$ cat config.mk
export PLATFORM = sky130hd
export DESIGN_NAME = i8080_bus_cycle_ctrl
export DESIGN_NICKNAME = d
export VERILOG_FILES = /design/src/rtl/i8080_bus_cycle_ctrl.sv
export SDC_FILE = /design/constraint.sdc
export NUM_CORES = 1
export LEC_CHECK = 0
export ABC_AREA = 1
export CAP_MARGIN = 5
export CORE_UTILIZATION = 60
export DETAILED_ROUTE_END_ITERATION = 8
export DONT_BUFFER_PORTS = 1
export PLACE_DENSITY_LB_ADDON = 0.05
export SLEW_MARGIN = 20
export SYNTH_ARGS = -nofsm -noshare
export SYNTH_HDL_FRONTEND = slang
export SYNTH_SLANG_ARGS = --single-unit
$ cat constraint.sdc
create_clock -name clk -period 3 [get_ports clk]
set_input_delay 0.3 -clock clk [delete_from_list [all_inputs] [get_ports clk]]
set_output_delay 0.3 -clock clk [all_outputs]
set_load 0.005 [all_outputs]
$ cat src/rtl/i8080_bus_cycle_ctrl.sv
// i8080 machine-cycle sequencer: steps T1/T2/TW/T3/HALT for one bus request and
// decodes the data bus buffer controls and external strobes from the state register.
module i8080_bus_cycle_ctrl #(
  parameter int unsigned XLEN = 8
) (
  input  logic            clk,
  input  logic            rst,
  input  logic            req,
  input  logic [3:0]      cycle_type,
  input  logic            ready,
  input  logic            int_req,
  output logic            busy,
  output logic            done,
  output logic [XLEN-1:0] status,
  output logic            sync,
  output logic            dbin,
  output logic            wr_n,
  output logic            out_wenable,
  output logic            out_enable,
  output logic            in_enable,
  output logic            addr_en,
  output logic            wait_o
);

  localparam logic [2:0] S_IDLE = 3'd0;
  localparam logic [2:0] S_T1   = 3'd1;
  localparam logic [2:0] S_T2   = 3'd2;
  localparam logic [2:0] S_TW   = 3'd3;
  localparam logic [2:0] S_T3   = 3'd4;
  localparam logic [2:0] S_HALT = 3'd5;

  localparam logic [3:0] CT_FETCH       = 4'd0;
  localparam logic [3:0] CT_MEM_READ    = 4'd1;
  localparam logic [3:0] CT_MEM_WRITE   = 4'd2;
  localparam logic [3:0] CT_STACK_READ  = 4'd3;
  localparam logic [3:0] CT_STACK_WRITE = 4'd4;
  localparam logic [3:0] CT_IN          = 4'd5;
  localparam logic [3:0] CT_OUT         = 4'd6;
  localparam logic [3:0] CT_INTA        = 4'd7;
  localparam logic [3:0] CT_HALT        = 4'd8;
  localparam logic [3:0] CT_INTA_HALT   = 4'd9;

  function automatic logic [7:0] status_code(input logic [3:0] t);
    logic [7:0] s;
    case (t)
      CT_FETCH:       s = 8'hA2;
      CT_MEM_READ:    s = 8'h82;
      CT_MEM_WRITE:   s = 8'h00;
      CT_STACK_READ:  s = 8'h86;
      CT_STACK_WRITE: s = 8'h04;
      CT_IN:          s = 8'h42;
      CT_OUT:         s = 8'h10;
      CT_INTA:        s = 8'h23;
      CT_HALT:        s = 8'h8A;
      CT_INTA_HALT:   s = 8'h2B;
      default:        s = 8'h82;
    endcase
    return s;
  endfunction

  // Reserved codes 10-15 are folded to MEM_READ at capture so the decode only sees defined kinds.
  function automatic logic [3:0] norm_type(input logic [3:0] t);
    return (t > CT_INTA_HALT) ? CT_MEM_READ : t;
  endfunction

  logic [2:0] state, state_nxt;
  logic [3:0] ctype;
  logic       is_write, is_halt, is_read;
  logic       accept;

  always_comb begin
    is_write = (ctype == CT_MEM_WRITE) || (ctype == CT_STACK_WRITE) || (ctype == CT_OUT);
    is_halt  = (ctype == CT_HALT);
    is_read  = !is_write && !is_halt;
  end

  always_comb begin
    busy        = (state != S_IDLE);
    done        = 1'b0;
    sync        = 1'b0;
    dbin        = 1'b0;
    wr_n        = 1'b1;
    out_wenable = 1'b0;
    out_enable  = 1'b0;
    in_enable   = 1'b0;
    addr_en     = 1'b0;
    wait_o      = 1'b0;
    case (state)
      S_T1: begin
        sync    = 1'b1;
        addr_en = 1'b1;
      end
      S_T2: begin
        addr_en     = 1'b1;
        dbin        = is_read;
        out_wenable = is_write;
        out_enable  = is_write;
      end
      S_TW: begin
        addr_en    = 1'b1;
        wait_o     = 1'b1;
        dbin       = is_read;
        out_enable = is_write;
      end
      S_T3: begin
        addr_en    = 1'b1;
        done       = 1'b1;
        dbin       = is_read;
        in_enable  = is_read;
        out_enable = is_write;
        wr_n       = !is_write;
      end
      S_HALT: begin
        wait_o = 1'b1;
        done   = int_req;
      end
      default: ;
    endcase
  end

  assign accept = req && ((state == S_IDLE) || done);

  always_comb begin
    state_nxt = state;
    case (state)
      S_IDLE: state_nxt = accept ? S_T1 : S_IDLE;
      S_T1:   state_nxt = S_T2;
      S_T2: begin
        if (is_halt)    state_nxt = S_HALT;
        else if (ready) state_nxt = S_T3;
        else            state_nxt = S_TW;
      end
      S_TW:   state_nxt = ready ? S_T3 : S_TW;
      S_T3:   state_nxt = accept ? S_T1 : S_IDLE;
      S_HALT: begin
        if (int_req) state_nxt = accept ? S_T1 : S_IDLE;
      end
      default: state_nxt = S_IDLE;
    endcase
  end

  always_ff @(posedge clk or posedge rst) begin
    if (rst) begin
      state  <= S_IDLE;
      ctype  <= CT_MEM_READ;
      status <= '0;
    end else begin
      state <= state_nxt;
      if (accept) begin
        ctype  <= norm_type(cycle_type);
        status <= XLEN'(status_code(cycle_type));
      end
    end
  end

endmodule

==> flow_metrics.tcl, run 1 <==
set metrics [dict create \
    run_status "finished, final reports clean" \
    number_of_max_slew_violations_in_the_final_report 0 \
    setup-tns-final_ns 0 \
    drc 0 \
    synth.avg_cell_area_um2 6.99 \
    drt.antenna.violating_nets 0 \
    tightestPinTransition_ns 0.535 \
    clk_root_buffer_cell "clkbuf_4" \
    cap_violations 0 \
    routed_wire_length_per_instance_um 10.9 \
    max_slew_margin_pct 64.3 \
    sequential_element_share_of_the_synthesized_area_pct 41.7 \
    finalWirelength_mm 1.60 \
    numnets_final 142 \
    hold_depth 2 \
    grt_max_degree 16 \
    floorplan.die_area_um2 1660 \
    grt_antenna_before_repair 0 \
    timing.final.crit_period_ns 1.63 \
    dr_total_vias 786 \
    cts_h_tree_depth 1 \
    port_buffers 0 \
    grt_usage_pct 22.1 \
    initial_utilization_pct 66.8 \
    worst_vdd_drop_v 0.000428 \
    hp-start "req" \
    clock-sinks 15 \
    floorplan.die.width_um 40.8 \
    cts-buffers-inserted 3 \
    synth_cell_types 17 \
    drt_first_iter_violations 14 \
    final.setup.worst_slack_ns 1.37 \
    worst-r2r-cell-count 6 \
    design.core.area_um2 1350 \
    grt_setup_unrepaired "no" \
    critical_path_required_ns 2.70 \
    rr_startpoint "state[1]$_DFFE_PP0P_" \
    dp.final_hpwl_mm 1.28 \
    critPathLaunchType "flip-flop" \
    yosys_warnings 0 \
    num_rows 13 \
    power_leakage_uw 0.000544 \
    area_growth_syn_to_layout_pct 4.44 \
    setup_viol_count_final 0 \
    ratio_of_routed_vias_to_standard_cells 5.35 \
    ys_ff_latch 15 \
    clk_pin_slew_ns 0.08 \
    finalHoldViolations 0 \
    antenna_cells_inserted 0 \
    fmaxAchievable_ghz 0.614 \
    netlist_instances 129 \
    dr_wl_met3_um 79 \
    post_route_cells_drive_above_1_share_pct 15.2 \
    route.met2.wl_um 713 \
    synth_nets 138 \
    reg2reg_to "status[0]$_DFFE_PP0P_" \
    finalCritPeriodShare_pct 54.3 \
    cts_repair_resize_count 0 \
    die_h_um 40.8 \
    critical_path.startpoint "state[0]$_DFFE_PP0P_" \
    cts_buffer_depth 2 \
    worst_ep_arrival_time_ns 1.33 \
    fin_worst_skew_ns 0.00927 \
    power_per_cell_area_nw_per_um2 862 \
    endpoint_kind "primary output" \
    syn-cell-area_um2 902 \
    global_route_wire_length_before_repair_mm 2.38 \
    worst-r2r-setup-slack_ns 1.74 \
    worst_hold_path_type "in2reg" \
    number_of_global_route_vias_before_repair 595 \
    drt-met1-wl_um 797 \
    cts_tree "done" \
    top_metal_layer_carrying_routed_signals "met4" \
    post-place-ws_ns 1.68 \
    setup.worst_path.class "reg2out" \
    detailedRoute.firstPassIterationCount 4 \
    ioPinCount 27 \
    timing.hold.worst_endpoint "ctype[0]$_DFFE_PP1P_" \
    critical_path_fanouts_max 5 \
    final.fill_count 125 \
    final_wtd_congestion 0.789 \
    clock_insertion_delay_worst_skew_ns 0.28 \
    grt_overflow 0 \
]
-- registers in the layout, indices dropped and copies added, names as in the netlist --
signal,cells
ctype,4
status,8
state,3
-- cells by family after synthesis --
logic type,count (synthesis),share of synthesized area [%]
flip-flops,15,41.7
buffers and inverters,18,8.46
AO/OA/AOI/OAI,9,5.27
AND/OR/NAND/NOR,87,44.5
-- repair_timing --
item | CTS | global route
setup buffers | 0 | 0
hold endpoints to repair | 14 | 0
setup endpoints to repair | 0 | 0
hold buffers | 1 | 0
-- cell usage after synthesis --
library cell | count | area, µm²
a21oi_1 | 4 | 20.0
buf_2 | 1 | 5.00
buf_6 | 1 | 11.3
dfrtp_1 | 14 | 350
dfstp_2 | 1 | 26.3
inv_1 | 14 | 52.6
inv_2 | 2 | 7.51
nand2_1 | 38 | 143
nand2_2 | 10 | 62.6
nand2_4 | 2 | 22.5
nand3_1 | 17 | 85.1
nand4_1 | 1 | 6.26
nand4_2 | 1 | 12.5
nor2_1 | 16 | 60.1
nor3_1 | 2 | 10.0
o21ai_0 | 4 | 20.0
o21bai_1 | 1 | 7.51
-- routing by layer --
metal | vias up | track usage, %
met5 | - | 0
met4 | 0 | 10.0
met3 | 2 | 5.98
met2 | 22 | 34.1
met1 | 347 | 28.8
li1 | 415 | -
-- power breakdown --
part	internal (µW)	switching [µW]
logic	113	228
registers	289	72.3
clock network	49.5	61.9
-- worst max-delay path: stages, from the launching register on --
cell and delay (ns):
dfrtp_1 0.44, inv_2 0.12, nand2_2 0.09, nor2_1 0.17, inv_1 0.10, nor2_1 0.14
-- how the worst max path moves through the flow --
stage / slack [ns] / depth (start not counted) / end
3_3_place_gp: 1.73 / 5 / in_enable
4_1_cts: 1.36 / 5 / in_enable
6_report: 1.37 / 5 / in_enable
5_1_grt: 1.24 / 5 / in_enable
3_5_place_dp: 1.68 / 5 / in_enable
2_1_floorplan: 1.78 / 5 / in_enable
-- per-stage QoR --
step	area, µm²	hold slack [ns]	power, µW	util (%)	instances
after detailed placement	905	0.271	708	67.0	142
after global routing	942	0.131	898	69.8	147
after CTS	942	0.120	825	69.8	147
after floorplan	902	0.201	654	-	129
final	942	0.132	812	69.8	147
after global placement	905	0.275	699	67.0	142
-- cells in the final DEF (no fill, tap or decap) --
cell,count
nand2_1,38
nand3_1,17
nor2_1,16
inv_1,14
dfrtp_1,14
nand2_2,10
a21oi_1,4
o21ai_0,4
clkbuf_4,3
inv_2,2
nand2_4,2
nor3_1,2
nand4_2,1
nand4_1,1
o21bai_1,1
clkinv_2,1
dfstp_2,1
dlygate4sd3_1,1
-- layout make-up --
class	instances	area (µm²)	area share, %
inverters	16	60.1	6.37
clock inverters	1	5.00	0.531
flip-flops and latches	15	377	40.0
multi-input cells	96	449	47.7
clock buffers	3	22.5	2.39
well taps	15	18.8	1.99
repair buffers	1	10.0	1.06
No activity file was read; power rests on OpenSTA's default activity.
==> run 2: changes to the inputs <==
==> constraint.sdc (replaced) <==
create_clock -name clk -period 1.6 [get_ports clk]
set_input_delay 0.16 -clock clk [delete_from_list [all_inputs] [get_ports clk]]
set_output_delay 0.16 -clock clk [all_outputs]
set_load 0.005 [all_outputs]
==> run 2 against run 1 <==
Clock skew decreased by 0.0011 ns. Final area up 2.3%. Global-route usage rose by 0.94 points. Hold slack got worse by 0.11 ns. Power grew 91%. Sequential power rose by 89%. Count of clock-buffer cells in the layout is 1 higher. Core utilization is 1.6 points higher. Wire length is 8.3% higher. Die area unchanged.
==> flow_metrics.tcl, run 2 (synthesis gave the netlist of run 1 again) <==
set metrics [dict create \
    port_buffers 0 \
    worst_vdd_drop_v 0.000987 \
    drt_first_iter_violations 21 \
    area_growth_syn_to_layout_pct 6.80 \
    grt_overflow 0 \
    worst_hold_path_type "in2reg" \
    clock-sinks 15 \
    switching_power_uw 694 \
    p_comb_share_pct 42.4 \
    number_of_max_slew_violations_in_the_final_report 0 \
    power_leakage_uw 0.000549 \
    finalCritPeriodShare_pct 90.0 \
    dr_total_vias 807 \
    grt_setup_unrepaired "no" \
    power_per_cell_area_nw_per_um2 1610 \
    power.sequential.fraction_pct 44.0 \
    cts-buffers-inserted 3 \
    fin_total_pwr_uw 1550 \
    crit_path_cell_trace "inv_1, nand2_1, nor2_1, inv_1, nor2_1" \
    numnets_final 144 \
    ratio_of_routed_vias_to_standard_cells 5.42 \
    pwr-share-clk_pct 13.6 \
    critPathLaunchType "flip-flop" \
    tightestPinTransition_ns 0.566 \
    final_wtd_congestion 0.762 \
    cap_violations 0 \
    antenna_cells_inserted 0 \
    placed_cell_area_um2 905 \
    routed_wire_length_per_instance_um 11.6 \
    internal-power_uw 854 \
    endpoint_kind "primary output" \
    num_rows 13 \
    largest-register "status" \
    dp.final_hpwl_mm 1.36 \
    drc 0 \
    crit_path_top_delay_cell "dfrtp_1" \
    detailedRoute.firstPassIterationCount 4 \
    max_slew_margin_pct 62.2 \
    design.core.area_um2 1350 \
    post_route_cells_drive_above_1_share_pct 14.9 \
    critical_path_fanouts_max 5 \
    critical_path_required_ns 1.44 \
    ioPinCount 27 \
    setup-tns-final_ns 0 \
    most-common-layout-cells "nand2_1 (38), nand3_1 (17), nor2_1 (15)" \
    final_common_cell "nand2_1" \
    cts_h_tree_depth 1 \
    cts.repair_timing.setup_buffer_count 0 \
    die_h_um 40.8 \
    floorplan.die.width_um 40.8 \
    grt_usage_pct 23.1 \
    largest_registers "status (8), ctype (4), state (3)" \
    switching_portion_of_total_power_pct 44.9 \
    run_status "finished, final reports clean" \
    floorplan.die_area_um2 1660 \
    finalHoldViolations 0 \
    setup.worst_path.class "reg2out" \
    fmaxAchievable_ghz 0.694 \
    final_design_area_no_fill_um2 963 \
    finalWirelength_mm 1.73 \
    timing.final.crit_period_ns 1.44 \
    cts_buffer_depth 2 \
    grt_max_degree 16 \
    crit_path_max_incr_delay_ns 0.41 \
    initial_utilization_pct 66.8 \
    number_of_flip_flops_in_the_largest_register 8 \
    grt_antenna_before_repair 0 \
    global_route_wire_length_before_repair_mm 2.53 \
    cts_tree "done" \
    clock_insertion_delay_worst_skew_ns 0.28 \
    clk_root_buffer_cell "clkbuf_4" \
    drt.antenna.violating_nets 0 \
    finish.utilization_pct 71.4 \
    number_of_global_route_vias_before_repair 643 \
    fin_worst_skew_ns 0.00821 \
    worst_ep_arrival_time_ns 1.28 \
    clk_pin_slew_ns 0.09 \
    setup_viol_count_final 0 \
]
==> run 2: cell count changes in the layout (fill, tap and decap cells not counted), sizes merged <==
cell,before,now
dlygate4sd3,1,3
clkbuf,3,4
clkinv,1,0
==> run 2: area by class of cell <==
class | count | area [µm²]
repair buffers | 3 | 30.0
multi-input cells | 96 | 452
well taps | 15 | 18.8
clock buffers | 4 | 26.3
inverters | 16 | 60.1
fillers | 120 | 387
flip-flops and latches | 15 | 377
==> run 2: stage by stage <==
step	worst slack (ns)	std cells	hold slack, ns
floorplan	0.457	129	0.0608
global placement	0.399	142	0.126
detailed placement	0.379	142	0.125
CTS	0.131	148	0.00813
global route	0.0407	149	0.00758
finish	0.159	149	0.0190
==> run 2: power groups by stage <==
| stage | clock network (µW) | logic (µW) | registers [µW] |
|---|---|---|---|
| floorplan | 0 | 569 | 658 |
| global placement | 0 | 631 | 680 |
| detailed placement | 0 | 651 | 687 |
| CTS | 216 | 656 | 681 |
| global route | 234 | 772 | 699 |
| finish | 211 | 656 | 681 |
==> run 2: final timing paths <==
| path | from | end | slack, ns | depth (start not counted) |
|---|---|---|---|---|
| hold / removal | req | status[1]$_DFFE_PP0P_ | 0.02 | 2 |
| hold reg to reg | ctype[0]$_DFFE_PP1P_ | ctype[0]$_DFFE_PP1P_ | 0.48 | 2 |
| min in group asynchronous | rst | ctype[1]$_DFFE_PP0P_ | 0.38 | 2 |
| max in group asynchronous | rst | state[1]$_DFFE_PP0P_ | 0.85 | 2 |
| setup / recovery | state[2]$_DFFE_PP0P_ | out_wenable | 0.16 | 5 |
| setup reg to reg | state[1]$_DFFE_PP0P_ | status[5]$_DFFE_PP0P_ | 0.37 | 6 |
==> run 2: what timing repair did <==
item                                   in CTS  in global routing
resized for setup                           0                  1
endpoints found under the hold margin      15                  2
hold buffers                                2                  1
setup endpoints to repair                   0                  2
==> run 2: metal layers <==
| metal | routed length, µm | up-vias | global-route usage (%) |
|---|---|---|---|
| met5 | 0 | - | 0 |
| met4 | 14 | 0 | 5.00 |
| met3 | 126 | 2 | 7.61 |
| met2 | 768 | 38 | 36.1 |
| met1 | 820 | 349 | 30.9 |
| li1 | - | 418 | - |
==> run 2: worst max-delay path: cells and delay by family (launching register included) <==
family	cells	cell delay (ns)
buf+inv	2	0.21
simple gates	3	0.39
flops	1	0.41
